<file path="src/rtl/processador_pkg.sv">
// Shared definitions for the processor front end:
// opcode map, fetch-stage state encoding and width defaults.
package processador_pkg;

  localparam int PC_W_DEF   = 4;
  localparam int DATA_W_DEF = 8;

  localparam logic [3:0] OP_NOP   = 4'b0000;
  localparam logic [3:0] OP_STORE = 4'b1100;
  localparam logic [3:0] OP_LOAD  = 4'b1101;
  localparam logic [3:0] OP_JUMP  = 4'b1110;
  localparam logic [3:0] OP_HALT  = 4'b1111;

  typedef enum logic [2:0] {
    ST_IDLE     = 3'd0,
    ST_FETCH    = 3'd1,
    ST_MEM_WAIT = 3'd2,
    ST_DECODE   = 3'd3,
    ST_ISSUE    = 3'd4,
    ST_HALTED   = 3'd5
  } fetch_state_t;

  typedef struct packed {
    logic [3:0] opcode;
    logic [3:0] operando;
  } instr_t;

endpackage

</file>
<file path="src/rtl/busca_instrucao_if.sv">
// Fetch-stage bus: program memory read port plus the
// instruction issue handshake towards the control unit.
interface busca_instrucao_if
  import processador_pkg::*;
#(
  parameter int PC_W   = PC_W_DEF,
  parameter int DATA_W = DATA_W_DEF
);

  logic [PC_W-1:0]   progAddr;
  logic              progRd;
  logic [DATA_W-1:0] progData;
  logic [3:0]        opcode;
  logic [3:0]        operando;
  logic              instrValid;
  logic              ucDone;

  modport master (
    output progAddr,
    output progRd,
    input  progData,
    output opcode,
    output operando,
    output instrValid,
    input  ucDone
  );

  modport slave (
    input  progAddr,
    input  progRd,
    output progData,
    input  opcode,
    input  operando,
    input  instrValid,
    output ucDone
  );

endinterface

</file>
<file path="src/rtl/contador_programa.sv">
// Program counter: jump load wins over increment,
// increment wraps modulo 2^PC_W.
module contador_programa
  import processador_pkg::*;
#(
  parameter int PC_W = PC_W_DEF
) (
  input  logic            clock,
  input  logic            reset_n,
  input  logic            i_load,
  input  logic            i_inc,
  input  logic [PC_W-1:0] i_din,
  output logic [PC_W-1:0] o_pc
);

  logic [PC_W-1:0] r_pc;

  always_ff @(posedge clock or negedge reset_n) begin
    if (!reset_n) begin
      r_pc <= '0;
    end else if (i_load) begin
      r_pc <= i_din;
    end else if (i_inc) begin
      r_pc <= r_pc + 1'b1;
    end
  end

  assign o_pc = r_pc;

endmodule

</file>
<file path="src/rtl/busca_instrucao.sv">
// Instruction fetch/issue stage: fetches bytes, resolves
// JUMP/HALT locally, issues the rest to the control unit.
module busca_instrucao #(
  parameter int         PC_W    = processador_pkg::PC_W_DEF,
  parameter int         DATA_W  = processador_pkg::DATA_W_DEF,
  parameter logic [3:0] OP_JUMP = processador_pkg::OP_JUMP,
  parameter logic [3:0] OP_HALT = processador_pkg::OP_HALT
) (
  input  logic              clock,
  input  logic              reset_n,
  input  logic              start,
  output logic              halted,
  output logic [PC_W-1:0]   pcOut,
  busca_instrucao_if.master bus
);

  import processador_pkg::*;

  fetch_state_t r_state;
  fetch_state_t w_next;

  logic [DATA_W-1:0] r_instr;
  logic [3:0]        r_opcode;
  logic [3:0]        r_operando;
  logic              r_valid;
  logic              r_halted;

  logic [PC_W-1:0]   w_pc;
  logic [PC_W-1:0]   w_target;
  logic [3:0]        w_op;
  logic [3:0]        w_opr;
  logic              w_is_halt;
  logic              w_is_jump;
  logic              w_load;
  logic              w_inc;
  logic              w_issue;

  assign w_op      = r_instr[DATA_W-1 -: 4];
  assign w_opr     = r_instr[3:0];
  assign w_is_halt = (w_op == OP_HALT);
  assign w_is_jump = (w_op == OP_JUMP);
  assign w_target  = PC_W'(w_opr);

  contador_programa #(
    .PC_W (PC_W)
  ) u_pc (
    .clock   (clock),
    .reset_n (reset_n),
    .i_load  (w_load),
    .i_inc   (w_inc),
    .i_din   (w_target),
    .o_pc    (w_pc)
  );

  always_ff @(posedge clock or negedge reset_n) begin
    if (!reset_n) begin
      r_state <= ST_IDLE;
    end else begin
      r_state <= w_next;
    end
  end

  always_comb begin
    w_next  = r_state;
    w_load  = 1'b0;
    w_inc   = 1'b0;
    w_issue = 1'b0;
    unique case (r_state)
      ST_IDLE: begin
        if (start) w_next = ST_FETCH;
      end
      ST_FETCH: begin
        w_next = ST_MEM_WAIT;
      end
      ST_MEM_WAIT: begin
        w_next = ST_DECODE;
      end
      ST_DECODE: begin
        unique case (1'b1)
          w_is_halt: begin
            w_next = ST_HALTED;
          end
          w_is_jump: begin
            w_load = 1'b1;
            w_next = ST_FETCH;
          end
          default: begin
            w_issue = 1'b1;
            w_next  = ST_ISSUE;
          end
        endcase
      end
      ST_ISSUE: begin
        if (bus.ucDone) begin
          w_inc  = 1'b1;
          w_next = ST_FETCH;
        end
      end
      ST_HALTED: begin
        w_next = ST_HALTED;
      end
      default: begin
        w_next = ST_IDLE;
      end
    endcase
  end

  // Issue registers return to NOP on completion so that
  // repeated instructions still show an opcode edge.
  always_ff @(posedge clock or negedge reset_n) begin
    if (!reset_n) begin
      r_instr    <= '0;
      r_opcode   <= '0;
      r_operando <= '0;
      r_valid    <= 1'b0;
      r_halted   <= 1'b0;
    end else begin
      if (r_state == ST_MEM_WAIT) begin
        r_instr <= bus.progData;
      end
      if (w_issue) begin
        r_opcode   <= w_op;
        r_operando <= w_opr;
        r_valid    <= 1'b1;
      end else if (w_inc) begin
        r_opcode   <= '0;
        r_operando <= '0;
        r_valid    <= 1'b0;
      end
      if (r_state == ST_DECODE && w_is_halt) begin
        r_halted <= 1'b1;
      end
    end
  end

  assign bus.progRd     = (r_state == ST_FETCH);
  assign bus.progAddr   = w_pc;
  assign bus.opcode     = r_opcode;
  assign bus.operando   = r_operando;
  assign bus.instrValid = r_valid;
  assign halted         = r_halted;
  assign pcOut          = w_pc;

endmodule

</file>
<file path="src/flat_wrapper.sv">
// flat-port wrapper written by rule: the top's interface ports become plain ports
module busca_instrucao_flat import processador_pkg::*;
#(
  parameter int         PC_W    = processador_pkg::PC_W_DEF,
  parameter int         DATA_W  = processador_pkg::DATA_W_DEF,
  parameter logic [3:0] OP_JUMP = processador_pkg::OP_JUMP,
  parameter logic [3:0] OP_HALT = processador_pkg::OP_HALT
)
  (clock, reset_n, start, halted, pcOut, bus_progAddr, bus_progRd, bus_progData, bus_opcode, bus_operando, bus_instrValid, bus_ucDone);
  busca_instrucao_if #(.PC_W(PC_W), .DATA_W(DATA_W)) bus_i ();
  input  logic clock;
  input  logic reset_n;
  input  logic start;
  output logic halted;
  output logic [PC_W-1:0] pcOut;
  output wire logic [$bits(bus_i.progAddr)-1:0] bus_progAddr;
  output wire logic [$bits(bus_i.progRd)-1:0] bus_progRd;
  input wire logic [$bits(bus_i.progData)-1:0] bus_progData;
  output wire logic [$bits(bus_i.opcode)-1:0] bus_opcode;
  output wire logic [$bits(bus_i.operando)-1:0] bus_operando;
  output wire logic [$bits(bus_i.instrValid)-1:0] bus_instrValid;
  input wire logic [$bits(bus_i.ucDone)-1:0] bus_ucDone;
  assign bus_progAddr = bus_i.progAddr;
  assign bus_progRd = bus_i.progRd;
  assign bus_i.progData = bus_progData;
  assign bus_opcode = bus_i.opcode;
  assign bus_operando = bus_i.operando;
  assign bus_instrValid = bus_i.instrValid;
  assign bus_i.ucDone = bus_ucDone;
  busca_instrucao #(.PC_W(PC_W), .DATA_W(DATA_W), .OP_JUMP(OP_JUMP), .OP_HALT(OP_HALT)) u_core (.clock(clock), .reset_n(reset_n), .start(start), .halted(halted), .pcOut(pcOut), .bus(bus_i));
endmodule
</file>
<file path="config.mk">
export PLATFORM = sky130hd
export DESIGN_NAME = busca_instrucao_flat
export DESIGN_NICKNAME = d
export VERILOG_FILES = /design/src/rtl/processador_pkg.sv /design/src/rtl/busca_instrucao_if.sv /design/src/rtl/contador_programa.sv /design/src/rtl/busca_instrucao.sv /design/src/flat_wrapper.sv
export SDC_FILE = /design/constraint.sdc
export NUM_CORES = 1
export LEC_CHECK = 0
export ABC_AREA = 1
export CORE_MARGIN = 8
export CORE_UTILIZATION = 65
export CTS_CLUSTER_DIAMETER = 200
export DETAILED_ROUTE_END_ITERATION = 8
export DONT_BUFFER_PORTS = 1
export PLACE_DENSITY = 0.9
export SYNTH_ARGS = -nofsm -noshare
export SYNTH_HDL_FRONTEND = slang
export SYNTH_SLANG_ARGS = --single-unit
</file>
<file path="constraint.sdc">
create_clock -name clock -period 2.2 [get_ports clock]
set_clock_uncertainty 0.2 [all_clocks]
set_input_delay 0.33 -clock clock [delete_from_list [all_inputs] [get_ports clock]]
set_output_delay 0.33 -clock clock [all_outputs]
set_load 0.02 [all_outputs]
</file>
======== After elaboration in Yosys (flattened, before gate mapping) ========
Cells that the tools add are included.
operators by class
  magnitude comparators ................... 0
  eq/ne operators ......................... 9
  multiplexer cells ....................... 17
  bitwise logic cells ..................... 0
  shifts and indexed selects .............. 0
  $add $sub $neg .......................... 1
  divide/modulo/power cells ............... 0
  multiply operators ...................... 0
  reductions and logical operators ........ 6
operator list
  cell                   number
  $mux W4                5
  $pmux W3 S6            1
  $eq A4 B4 Y1 const B   2
  $mux W1                8
  $eq A3 B2 Y1 const B   2
  $eq A3 B3 Y1 const B   2
  $mux W3                2
  $pmux W3 S2            1
  $add A4 B1 Y4 const B  1
  $ne A2 B2 Y1 const B   2
  $reduce_bool A2 Y1     2
  $eq A3 B1 Y1 const B   1
  $logic_not A3 Y1       1
  $reduce_and A2 Y1      1
  $reduce_or A2 Y1       1
  $logic_and A1 B1 Y1    1
storage, ports and cells
  memory bits (writable) .................. 0
  bits of input ports ..................... 12
  memories ................................ 0
  bits in latches ......................... 0
  register bits after elaboration ......... 25
  bits in read-only memories .............. 0

======== Logic depth before layout (Yosys ltp) ========
  depth after elaboration ................. 5
  depth in mapped cells ................... 6
  depth with buffers taken out ............ 6

======== Hierarchy ========
Synthesis repeated with hierarchy kept, for this count alone.
unflattened totals
  cells, all modules ...................... 138
  area total of the unflattened synthesis .. 1199.9 µm²
modules (own cells, without submodules)
  module             cells an instance  instances  area each (µm²)
  busca_instrucao    111                1          980.9
  contador_programa  27                 1          219.0

======== Worst setup path before layout ========
No wires, ideal clock.
  path type ............................... reg-to-output
  start point ............................. register u_core.r_state[2]
  end point ............................... output port bus_progRd
  path slack .............................. 0.618 ns
  cell stages (with the launch flop) ...... 5
  arrival time ............................ 1.052 ns
  path buffers ............................ 1
  data required time ...................... 1.670 ns
  cells stage by stage .................... dfrtp_1 > inv_1 > buf_4 > nand2_1 > nor2_1
on the way
  word-level cells in the longest chain between the ends .. 1
ends and longest elaborated chain
  item                    RTL line                RTL
  from (decl)             busca_instrucao.sv:19   fetch_state_t r_state;
  from (signal assigned)  busca_instrucao.sv:59   r_state <= w_next;
  $eq A3 B1 Y1            busca_instrucao.sv:136  assign bus.progRd = (r_state == ST_FETCH);
  to (decl)               flat_wrapper.sv:17      output wire logic [$bits(bus_i.progRd)-1:0] bus_progRd;
No other way between the ends.

======== Worst setup path after layout ========
Same ends and word-level chain as after synthesis.

==> summary.md <==
| Metric | Value |
|---|---|
| Net switching power | 0.0009527 W |
| DR iter-0 viols | 44 |
| Setup_tns | 0 ns |
| Clock slew at reported path FFs | 0.13 ns |
| Crit path kind | flip-flop to output pin |
| Worst rel slew slack | 28.96% |
| Internal Power | 0.0009677 W |
| Detail Route Antenna Nets | 0 |
| CP delay by family, top | flip-flops |
| Max-capacitance violation count | 0 |
| Synth warnings | 0 |
| Slowest cell on crit path | dfrtp_1 |
| Routed WL per cell | 15.23 microns |
| Status | complete, no violations |
| DR pass1 iterations | 4 |
| Area of the multi-input gates | 475.5 sq um |
| Fin nets | 155 |
| Share of layout cells above drive strength 1 | 7.801% |
| Area share of the largest cell type after synthesis | 52.85% |
| Via/cell ratio | 5.753 |
| Synth Area in Simple Gates | 34.99% |
| Worst setup path startpoint | u_core.r_state[2]$_DFFE_PN0P_ |
| DRC | 0 |
| Worst Path Required | 1.67 ns |
| Post-DP HPWL | 1.763 mm |
| Reg-to-Reg Start | u_core.r_state[0]$_DFFE_PN0P_ |
| Slew @ Worst Pin | 1.062 ns |
| Setup bufs post-CTS | 0 |
| CTS tree | done |
| Clk pwr share | 10.2% |
| Mux cell area share after synthesis | 0% |
| Register area share after synthesis | 52.85% |
| WHS | 0.01599 ns |
| Most used DFF post-synth | dfrtp_1 |
| Height of the die | 58.67 microns |
| CTS H-tree lvls | 1 |
| RSZ-0062 raised after global routing | false |
| Leakage power | 0.6358 nW |
| Core Footprint | 1727 sq um |
| Fill count | 133 |
| Synth unique cells | 20 |
| Pwr dens | 1500 nW/um^2 |
| Crit-path max cell delay | 0.49 ns |
| Routed WL | 2.528 mm |
| GPL Wtd Cong | 0.8299 |
| Sink Count | 25 |
| Max VDD drop | 1.004 mV |
| DIE WIDTH | 58.67 microns |
| XOR/XNOR share of the synthesized area | 0.7400% |
| Comb pwr share | 31.3% |
| CTS root buffer | clkbuf_4 |
| Post-Synth Adder-Cell Area | 1.057% |
| GRT overflow | 0 |
| Final period util | 83.61% |
| Via count | 955 |
| Initial antenna violation count | 0 |
| CTS max path bufs | 2 |
| Count leader, synth | nand3_1 |
| CTS buffer count | 3 |
| Largest area contributor in the netlist | dfrtp_1 |
| Max Fclk | 543.7 MHz |
| Final Util | 74.13% |
| Mapped Cells | 134 |
| Critical path buffers and inverters | 1 |
| Area grow syn2layout | 8.140% |
| Num ports | 31 |
| Synthesized flop and latch total | 25 |
| CP Cell Sequence | inv_1 -> nand2_1 -> nor2_1 |
| Critical path arrival | 1.31 ns |
| Pin count of the biggest net entering global routing | 26 |
| Final min period | 1.839 ns |
| Initial Utilization | 68.55% |
| Post-synth EDFFs | 0 |
| Pwr Total | 0.001920 W |
| GRT Total Usage | 16.33% |
| Post-Syn Nets | 147 |
| Post-Syn Area | 1184 sq um |
| Area contributors post-synth | dfrtp_1, nand3_1, nand2_1 |
| Max-slew violation count | 0 |
| Synth cell count leaders | nand3_1, nand2_1, dfrtp_1 |
| Sequential Area | 625.6 sq um |
| Main combinational cell family by area after synthesis | simple AND/OR/NAND/NOR gates |
| First-pass GRT wire length | 4.491 mm |
| Row count | 15 |
| Complex-gate fraction of the synthesized area | 3.383% |
| Sequential power share | 58.5% |
| Hold Startpoint | start |
| Switching share of power | 49.61% |
| Worst-Skew Late Latency | 0.31 ns |
| Hold Path Class | primary input to flip-flop |
| Number of global-route vias before repair | 999 |
| ANT cells | 0 |
| Crit. End Element | output pin |
| CP Max Fanout | 6 |
| IO Port Bufs | 0 |
| Final setup violation count | 0 |
| Post-synthesis async set-or-reset flop share | 100.0% |
| Post_cts resized | 0 |
| Post-synthesis area per instance | 8.833 sq um |
| Hold violation count in the final report | 0 |
| Hold_buf cts | 9 |
| Startpoint types | flip-flop |
| Die area | 3442 sq um |
registers in the layout, indices dropped and copies added (netlist names):
name	flops
u_core.bus.instrValid	1
u_core.halted	1
u_core.bus.operando	4
u_core.r_instr	8
u_core.bus.opcode	4
u_core.u_pc.o_pc	4
u_core.r_state	3
metrics by stage:
step	cells	instance area (sq um)	setup slack (ns)
final	166	1280	0.3607
after global placement	153	1162	0.6741
after detailed placement	153	1162	0.6148
after floorplan	134	1184	0.6180
after CTS	166	1280	0.3411
after global routing	166	1280	0.2520
routing by layer:
layer	share of wire [%]	GRT usage [%]	wire length, microns	up-vias
li1	-	-	-	460
met1	42	20.03	1056	449
met2	48	26.93	1217	40
met3	8.5	4.348	215	6
met4	1.5	5.802	39	0
met5	0	0	0	-
power groups by stage:
| stage | sequential [W] | clock [W] | combinational, W |
|---|---|---|---|
| finish | 0.00112 | 0.000196 | 0.000601 |
| global route | 0.00116 | 0.000228 | 0.000708 |
| CTS | 0.00112 | 0.000202 | 0.000605 |
| detailed placement | 0.00113 | 0 | 0.000580 |
| global placement | 0.00112 | 0 | 0.000554 |
| floorplan | 0.00101 | 0 | 0.000606 |
worst paths after layout:
kind	slack, ns	endpoint	cells past startpoint
max	0.36	bus_progRd	3
min	0.02	u_core.r_state[0]$_DFFE_PN0P_	2
max reg2reg	0.57	u_core.u_pc.o_pc[2]$_DFFE_PN0P_	5
min reg2reg	0.30	u_core.halted$_DFFE_PN0P_	1
max in group asynchronous	0.72	u_core.u_pc.o_pc[1]$_DFFE_PN0P_	1
min in group asynchronous	0.45	u_core.bus.operando[2]$_DFFE_PN0P_	1
layout make-up:
type | instances | share of cell area, %
repair buffers | 10 | 7.625
clock buffers | 3 | 1.760
inverters | 6 | 1.760
flip-flops and latches | 25 | 48.88
well taps | 25 | 2.444
clock inverters | 1 | 0.3910
multi-input cells | 96 | 37.15
layout by cell type (no fill, tap or decap):
cell and count:
xor2_1 1, clkbuf_4 3, buf_4 1, nor2_4 2
nand3_2 1, o211ai_1 1, nand3_1 38, nand4_1 1
dfrtp_1 25, o21ai_1 1, inv_1 6, a21o_1 1
a21oi_1 2, nand2_4 1, o21ai_0 2, nand2_1 35
ha_1 1, nor2_1 6, nand2_2 2, nand3b_1 1
clkinv_2 1, dlygate4sd3_1 9
kinds of logic (layout without fill, tap and decap cells):
family,Yosys count,count (layout)
simple gates,87,87
flops,25,25
buf+inv,13,20
compound gates,7,7
fa+ha+maj,1,1
xor+xnor,1,1
(Power assumes the default switching activity.)
